[src/rtl/spi_pkg.sv]
// Shared definitions for the spi register port and the flash read sequencer:
// register offsets, sequencer state encoding and default flash opcodes.
package spi_pkg;

  localparam logic [2:0] SPI_DATA_END = 3'd0;
  localparam logic [2:0] SPI_DATA     = 3'd1;
  localparam logic [2:0] SPI_READY    = 3'd2;
  localparam logic [2:0] SPI_INT      = 3'd3;
  localparam logic [2:0] SPI_CFG      = 3'd4;

  localparam logic [7:0] DEFAULT_CMD  = 8'h03;
  localparam logic [7:0] DEFAULT_FILL = 8'hFF;

  typedef enum logic [2:0] {
    ST_IDLE,
    ST_CMD,
    ST_GAP,
    ST_WAIT,
    ST_ADDR,
    ST_FILLB,
    ST_CAPT,
    ST_PRES
  } state_t;

endpackage

[src/rtl/spi_flash_reader.sv]
// Flash read sequencer: masters the spi register port to send opcode, address
// and fill bytes, and streams the received bytes out with valid/ready.
module spi_flash_reader
  import spi_pkg::*;
#(
  parameter logic [7:0] CMD        = DEFAULT_CMD,
  parameter int         ADDR_BYTES = 3,
  parameter logic [7:0] FILL       = DEFAULT_FILL
) (
  input  logic        clk,
  input  logic        reset,
  input  logic        req_valid,
  output logic        req_ready,
  input  logic [1:0]  req_dev,
  input  logic [23:0] req_addr,
  input  logic [7:0]  req_len,
  output logic        rd_valid,
  input  logic        rd_ready,
  output logic [7:0]  rd_data,
  output logic        rd_last,
  output logic        busy,
  output logic [2:0]  spi_addr,
  output logic [7:0]  spi_wdata,
  input  logic [7:0]  spi_rdata,
  output logic [1:0]  spi_sel,
  output logic        spi_read,
  output logic        spi_write,
  input  logic        spi_int
);

  // Address is left-aligned so the next byte to send is always [23:16].
  localparam int         ADDR_SHIFT = 8 * (3 - ADDR_BYTES);
  localparam logic [1:0] ADDR_CNT   = 2'(ADDR_BYTES);

  state_t      state_reg, state_next;
  logic [1:0]  dev_reg;
  logic [23:0] addr_reg;
  logic [1:0]  addr_left_reg;
  logic        data_phase_reg;
  logic [8:0]  remaining_reg;
  logic [7:0]  rd_data_reg;
  logic        rd_last_reg;
  logic        last_byte;

  assign last_byte = (remaining_reg == 9'd1);

  always_ff @(posedge clk) begin
    if (reset) state_reg <= ST_IDLE;
    else       state_reg <= state_next;
  end

  always_comb begin
    state_next = state_reg;
    case (state_reg)
      ST_IDLE:  if (req_valid) state_next = ST_CMD;
      ST_CMD,
      ST_ADDR,
      ST_FILLB: state_next = ST_GAP;
      // spi_int may still be stale from the previous byte here
      ST_GAP:   state_next = ST_WAIT;
      ST_WAIT: begin
        if (spi_int) begin
          if (addr_left_reg != 2'd0) state_next = ST_ADDR;
          else if (!data_phase_reg)  state_next = ST_FILLB;
          else                       state_next = ST_CAPT;
        end
      end
      ST_CAPT:  state_next = ST_PRES;
      ST_PRES:  if (rd_ready) state_next = rd_last_reg ? ST_IDLE : ST_FILLB;
      default:  state_next = ST_IDLE;
    endcase
  end

  always_comb begin
    spi_write = 1'b0;
    spi_read  = 1'b0;
    spi_addr  = SPI_DATA_END;
    spi_wdata = 8'h00;
    case (state_reg)
      ST_CMD: begin
        spi_write = 1'b1;
        spi_addr  = SPI_DATA_END;
        spi_wdata = CMD;
      end
      ST_ADDR: begin
        spi_write = 1'b1;
        spi_addr  = SPI_DATA;
        spi_wdata = addr_reg[23:16];
      end
      ST_FILLB: begin
        spi_write = 1'b1;
        spi_addr  = SPI_DATA;
        spi_wdata = FILL;
      end
      ST_CAPT: begin
        // Reading the end register on the final byte releases chip select.
        if (last_byte) begin
          spi_read = 1'b1;
          spi_addr = SPI_DATA_END;
        end else begin
          spi_addr = SPI_DATA;
        end
      end
      default: ;
    endcase
  end

  always_ff @(posedge clk) begin
    if (reset) begin
      dev_reg        <= 2'd0;
      addr_reg       <= 24'd0;
      addr_left_reg  <= 2'd0;
      data_phase_reg <= 1'b0;
      remaining_reg  <= 9'd0;
      rd_data_reg    <= 8'h00;
      rd_last_reg    <= 1'b0;
    end else begin
      case (state_reg)
        ST_IDLE: begin
          if (req_valid) begin
            dev_reg        <= req_dev;
            addr_reg       <= req_addr << ADDR_SHIFT;
            addr_left_reg  <= ADDR_CNT;
            data_phase_reg <= 1'b0;
            remaining_reg  <= (req_len == 8'd0) ? 9'd256 : {1'b0, req_len};
            rd_last_reg    <= 1'b0;
          end
        end
        ST_ADDR: begin
          addr_reg      <= addr_reg << 8;
          addr_left_reg <= addr_left_reg - 2'd1;
        end
        ST_FILLB: data_phase_reg <= 1'b1;
        ST_CAPT: begin
          rd_data_reg <= spi_rdata;
          rd_last_reg <= last_byte;
        end
        ST_PRES: begin
          if (rd_ready) begin
            remaining_reg <= remaining_reg - 9'd1;
            rd_last_reg   <= 1'b0;
          end
        end
        default: ;
      endcase
    end
  end

  assign req_ready = (state_reg == ST_IDLE);
  assign busy      = (state_reg != ST_IDLE);
  assign rd_valid  = (state_reg == ST_PRES);
  assign rd_data   = rd_data_reg;
  assign rd_last   = rd_last_reg;
  assign spi_sel   = dev_reg;

endmodule

[config.mk]
export PLATFORM = sky130hd
export DESIGN_NAME = spi_flash_reader
export DESIGN_NICKNAME = d
export VERILOG_FILES = /design/src/rtl/spi_pkg.sv /design/src/rtl/spi_flash_reader.sv
export SDC_FILE = /design/constraint.sdc
export NUM_CORES = 1
export LEC_CHECK = 0
export CORE_MARGIN = 10
export CORE_UTILIZATION = 60
export CTS_CLUSTER_SIZE = 10
export DETAILED_ROUTE_END_ITERATION = 10
export DONT_BUFFER_PORTS = 1
export GPL_TIMING_DRIVEN = 0
export PLACE_DENSITY = 0.8
export SLEW_MARGIN = 10
export SYNTH_ARGS = -nofsm -noshare
export SYNTH_HDL_FRONTEND = slang
export SYNTH_SLANG_ARGS = --single-unit
[constraint.sdc]
create_clock -name clk -period 1.6 [get_ports clk]
set_input_delay 0.16 -clock clk [delete_from_list [all_inputs] [get_ports clk]]
set_output_delay 0.16 -clock clk [all_outputs]
set_load 0.01 [all_outputs]
After elaboration in Yosys (flattened, before gate mapping)
Cells that the tools add are included.
Word-level totals
  flip-flop bits (word level): 50
  output and inout port bits: 27
Cells by class
  $add $sub $neg: 2
  equality and inequality tests: 11
  muxes and demuxes: 25
  reductions and logical operators: 16
Operators with widths (number)
  24-bit case mux with 2 select lines: 1
  9-bit two-way mux: 3
  24-bit two-way mux: 1
  8-bit case mux with 3 select lines: 1
  3-bit case mux with 6 select lines: 1
  9-bit case mux with 2 select lines: 1
  3-bit equality test (second input constant): 4
  3-bit two-way mux: 4
  9-bit by 1-bit equality test with 1-bit output (second input constant): 1
  3-bit AND reduction: 3
  9-bit by 1-bit subtractor with 9-bit output (second input constant): 1
  8-bit zero test: 1
  2-bit nonzero test: 4
  3-bit by 2-bit equality test with 1-bit output (second input constant): 2
  1-bit two-way mux: 6
  2-bit two-way mux: 3
  2-bit AND reduction: 3
  3-bit nonzero test: 2
  2-bit inequality test (second input constant): 2
  1-bit case mux with 2 select lines: 2
  2-bit case mux with 2 select lines: 1
  3-bit by 1-bit equality test with 1-bit output (second input constant): 1
  3-bit zero test: 1
  1-bit case mux with 3 select lines: 1
  other kinds (4): 4

Longest topological paths before layout
  depth in word-level cells: 4
  depth in mapped cells: 6
  depth with buffers taken out: 6

Worst setup path after synthesis
No wires, ideal clock.
  path kind: flip-flop to flip-flop
  from: reg remaining_reg[3]
  to: reg rd_last_reg, in the netlist rd_last
  library setup time: 0.058 ns
  data arrival time: 1.395 ns
  slack: 0.146 ns
  stages on the path, launching flop included: 5
  period minus slack after synthesis: 1.454 ns
  cell sequence: dfxtp_1 or4_1 nand4b_1 nor2_1 o21ba_1
Between the ends
  word-level cells in the longest chain between the ends: 2
RTL lines
  from (decl): RTL line spi_flash_reader.sv:40  | logic [8:0] remaining_reg;
  from (signal assigned): RTL line spi_flash_reader.sv:125  | remaining_reg <= (req_len == 8'd0) ? 9'd256 : {1'b0, req_len};
  from (signal assigned): RTL line spi_flash_reader.sv:140  | remaining_reg <= remaining_reg - 9'd1;
  9-bit by 1-bit equality test with 1-bit output: RTL line spi_flash_reader.sv:45  | assign last_byte = (remaining_reg == 9'd1);
  1-bit case mux with 3 select lines: RTL line spi_flash_reader.sv:118  | case (state_reg)
  to (signal assigned): RTL line spi_flash_reader.sv:136  | rd_last_reg <= last_byte;
  to (decl): RTL line spi_flash_reader.sv:42  | logic rd_last_reg;
No other way between the ends.
A chain may end at the register's enable or synchronous reset.

Worst setup path in the final report
  from: reg remaining_reg[6]
  to: out spi_read
Between the ends
  word-level cells in the longest chain between the ends: 3
RTL lines
  9-bit by 1-bit equality test with 1-bit output: RTL line spi_flash_reader.sv:45
  1-bit two-way mux: RTL line spi_flash_reader.sv:97  | if (last_byte) begin
  1-bit two-way mux: RTL line spi_flash_reader.sv:79  | case (state_reg)
  to (decl): RTL line spi_flash_reader.sv:26  | output logic spi_read,
No other way between the ends.

==> run metrics <==
Leak Pwr=1.08 nW; DR top layer=met4; largest area contributor in the netlist=dfxtp_1; Hold Fails Final Rpt=0; Gate Count Post-Synth=290; Vias=2,166; Seq/Total Area, Yosys=0.414; CP arrival=1.73 ns; Num CTS Buffers=5; Final #Nets=365; layout cell share with drive strength beyond 1=0.196; # fillers=309; vias in the first global route=2,255; hpwl dp=4720 um; type of origin of the critical path=flip-flop; Area Growth Syn to Fin=17.6%; met2 WL post-DR=3330 um; Register Area=0.00101 mm2; Peak VDD IR=0.000808 V; area occupied by multi-input gates=0.00133 mm2; share of flip-flops with an asynchronous set or reset=0; Largest register FFs=24; Post-Route WL=6580 um; Post-synth EDFFs=0; Syn Area/Cell=8.33 um2; failing checks=negative setup slack; ys flop type=dfxtp_1; Max-Cap Viols=0; #FFs+latches synth=50; Final Util=0.721; top cells by area, synth=dfxtp_1 41%, nor2_1 8.9%, mux2i_1 7.5%; kind of end point of the critical path=output pin; routed length per instance=18.0 um; Max-slew headroom=0.639; H-Tree Depth=2; clk slew on worst S/H paths=0.10 ns; post-synth cell types=48; unrepaired setup endpoints after global routing=true; final setup violation count=3; Hold EP=spi_sel[0]; insertion delay to the later sink of the worst-skew pair=0.31 ns; antenna viol nets, final=0; hold depth=2; Core Area=0.00394 mm2; FF-to-FF Start=remaining_reg[6]; critical path class=reg -> out; antenna fix cells=0; required time worst endpoint=1.44 ns; CTS tree=yes; CP max stage cell=or4_4; # IOs=74; FMAX=530 MHz; die area=0.00696 mm2; area share of the largest cell type after synthesis=0.414; end of the worst register-to-register path=rd_last; Slew @ Worst Pin=0.541 ns; Starting Density=0.613; Top Family by Delay on Critical Path=simple AND/OR/NAND/NOR gates; internal reg-to-reg setup slack=0 ns; period utilization=1.18; clk_skew=0.0104 ns; Hold Path Class=in -> reg; Clock Sink Count=50; mapped cell area=0.00242 mm2; Clock Path Buffers=2; critical path's largest stage delay=0.52 ns; Max Slew Vio Count=0; Iteration-0 DRC Markers=104; chip width=83.5 um; M1 WL=2460 um; Design Area, Final=0.00284 mm2; # rows=23; antenna violations before repair=0; total track usage=0.182; DRC violations left=0; Root Driver=clkbuf_8; overall power=3.29 mW; Buffers on Ports=0; first-pass iteration count of the detailed router=4; Yosys warnings=0; Tmin final=1.89 ns; largest net degree at the start of global routing=17; post-DR vias/cell=5.92; Post-Place Cell Area=0.00248 mm2; Pwr per Cell Area=1160 mW/mm2; first-pass GRT wire length=10,800 um; reg2reg path depth=5; count of buffer and inverter cells on the critical path=1; CP cell instances=or4_4, nand4b_1, buf_4, nor2_4; die height=83.5 um; Critical Path Fanout Max=2; HP Start=req_dev[0]; Routed met3 length=691 um; setup ws final=-0.287 ns; Congestion Overflow GR=0; GPL Wtd Cong=0.876; status=finished, violations left
-- final cells by class --
type,instances,share of cell area
Buffer,20,0.0436
Clock buffer,6,0.0291
Clock inverter,2,0.0137
Inverter,12,0.0159
Multi-Input combinational cell,209,0.466
Sequential cell,50,0.357
Tap cell,50,0.0220
Timing Repair Buffer,17,0.0528
-- cells in the mapped netlist (6+ instances only) --
cell type	number
nor2_1	57
dfxtp_1	50
nand2_1	24
a211oi_1	21
a21oi_1	20
mux2i_1	18
inv_1	11
a22oi_1	10
buf_2	7
clkbuf_1	7
nor3_1	6
-- routing by layer --
metal,track usage,vias to the layer above
met4,0.0381,0
met2,0.322,70
met3,0.0791,10
li1,-,1077
met5,0,-
met1,0.196,1009
-- metrics by stage --
stage / worst slack [ns] / TNS [ns] / hold WS [ns] / cells
CTS: -0.217 / -0.406 / 0.00663 / 361
finish: -0.287 / -0.540 / 0.00598 / 366
floorplan: 0.146 / 0 / 0.296 / 291
global route: -0.337 / -0.729 / 0.0107 / 366
global placement: -0.0993 / -0.203 / 0.299 / 341
detailed placement: -0.102 / -0.475 / 0.302 / 341
-- how the worst max path moves through the flow --
stage                startpoint          end  slack, ns  cells past startpoint
2_1_floorplan  remaining_reg[3]      rd_last       0.15                      4
3_3_place_gp       state_reg[2]      rd_last       -0.1                      4
3_5_place_dp       state_reg[2]      rd_last      -0.10                      4
4_1_cts        remaining_reg[6]  spi_addr[0]      -0.22                      4
5_1_grt        remaining_reg[6]     spi_read      -0.34                      4
6_report       remaining_reg[6]     spi_read      -0.29                      4
-- power by group --
part           leakage (nW)  total [mW]  internal [mW]  switching, mW
logic                 0.611       0.861          0.383          0.478
registers             0.412        1.48           1.38          0.102
clock network        0.0618       0.954          0.515          0.439
-- logic make-up (layout without fill, tap and decap cells) --
logic type                 Yosys count  in the layout  share of synthesized area
AOI/OAI and AO/OA                   78             78                      0.224
DFF                                 50             50                      0.414
and+or+nand+nor                    108            108                      0.206
buffers and inverters               32             57                     0.0642
adders and majority gates            3              3                     0.0155
other                                1              2                    0.00155
muxes                               18             18                     0.0746
-- what timing repair did --
action | in CTS | in global routing
gates resized for setup | 15 | 19
buffers inserted | 3 | 5
hold endpoints to repair | 9 | 0
hold buffers | 9 | 0
pin swaps | 3 | 1
endpoints found under the setup margin | 36 | 38
-- layout by cell type (no fill, tap or decap), types with 2 or more instances in the layout --
cell	n
inv_1	10
a21o_1	2
dlygate4sd3_1	9
a21oi_1	19
conb_1	2
nor3_2	4
nor2_1	50
and2_1	2
mux2i_1	17
dfxtp_1	42
a32oi_1	2
nand3_2	2
o21ai_1	2
buf_4	13
inv_2	2
o21a_1	3
nand2_1	24
a22oi_1	10
or4_1	2
o21ai_0	4
clkbuf_8	6
nand2b_1	2
ha_1	2
nor2_2	6
o32ai_1	2
buf_2	5
o22ai_1	4
clkbuf_1	6
nor3_1	3
dfxtp_2	7
a211oi_1	21
Note: power is estimated with default switching activity, not from simulation.
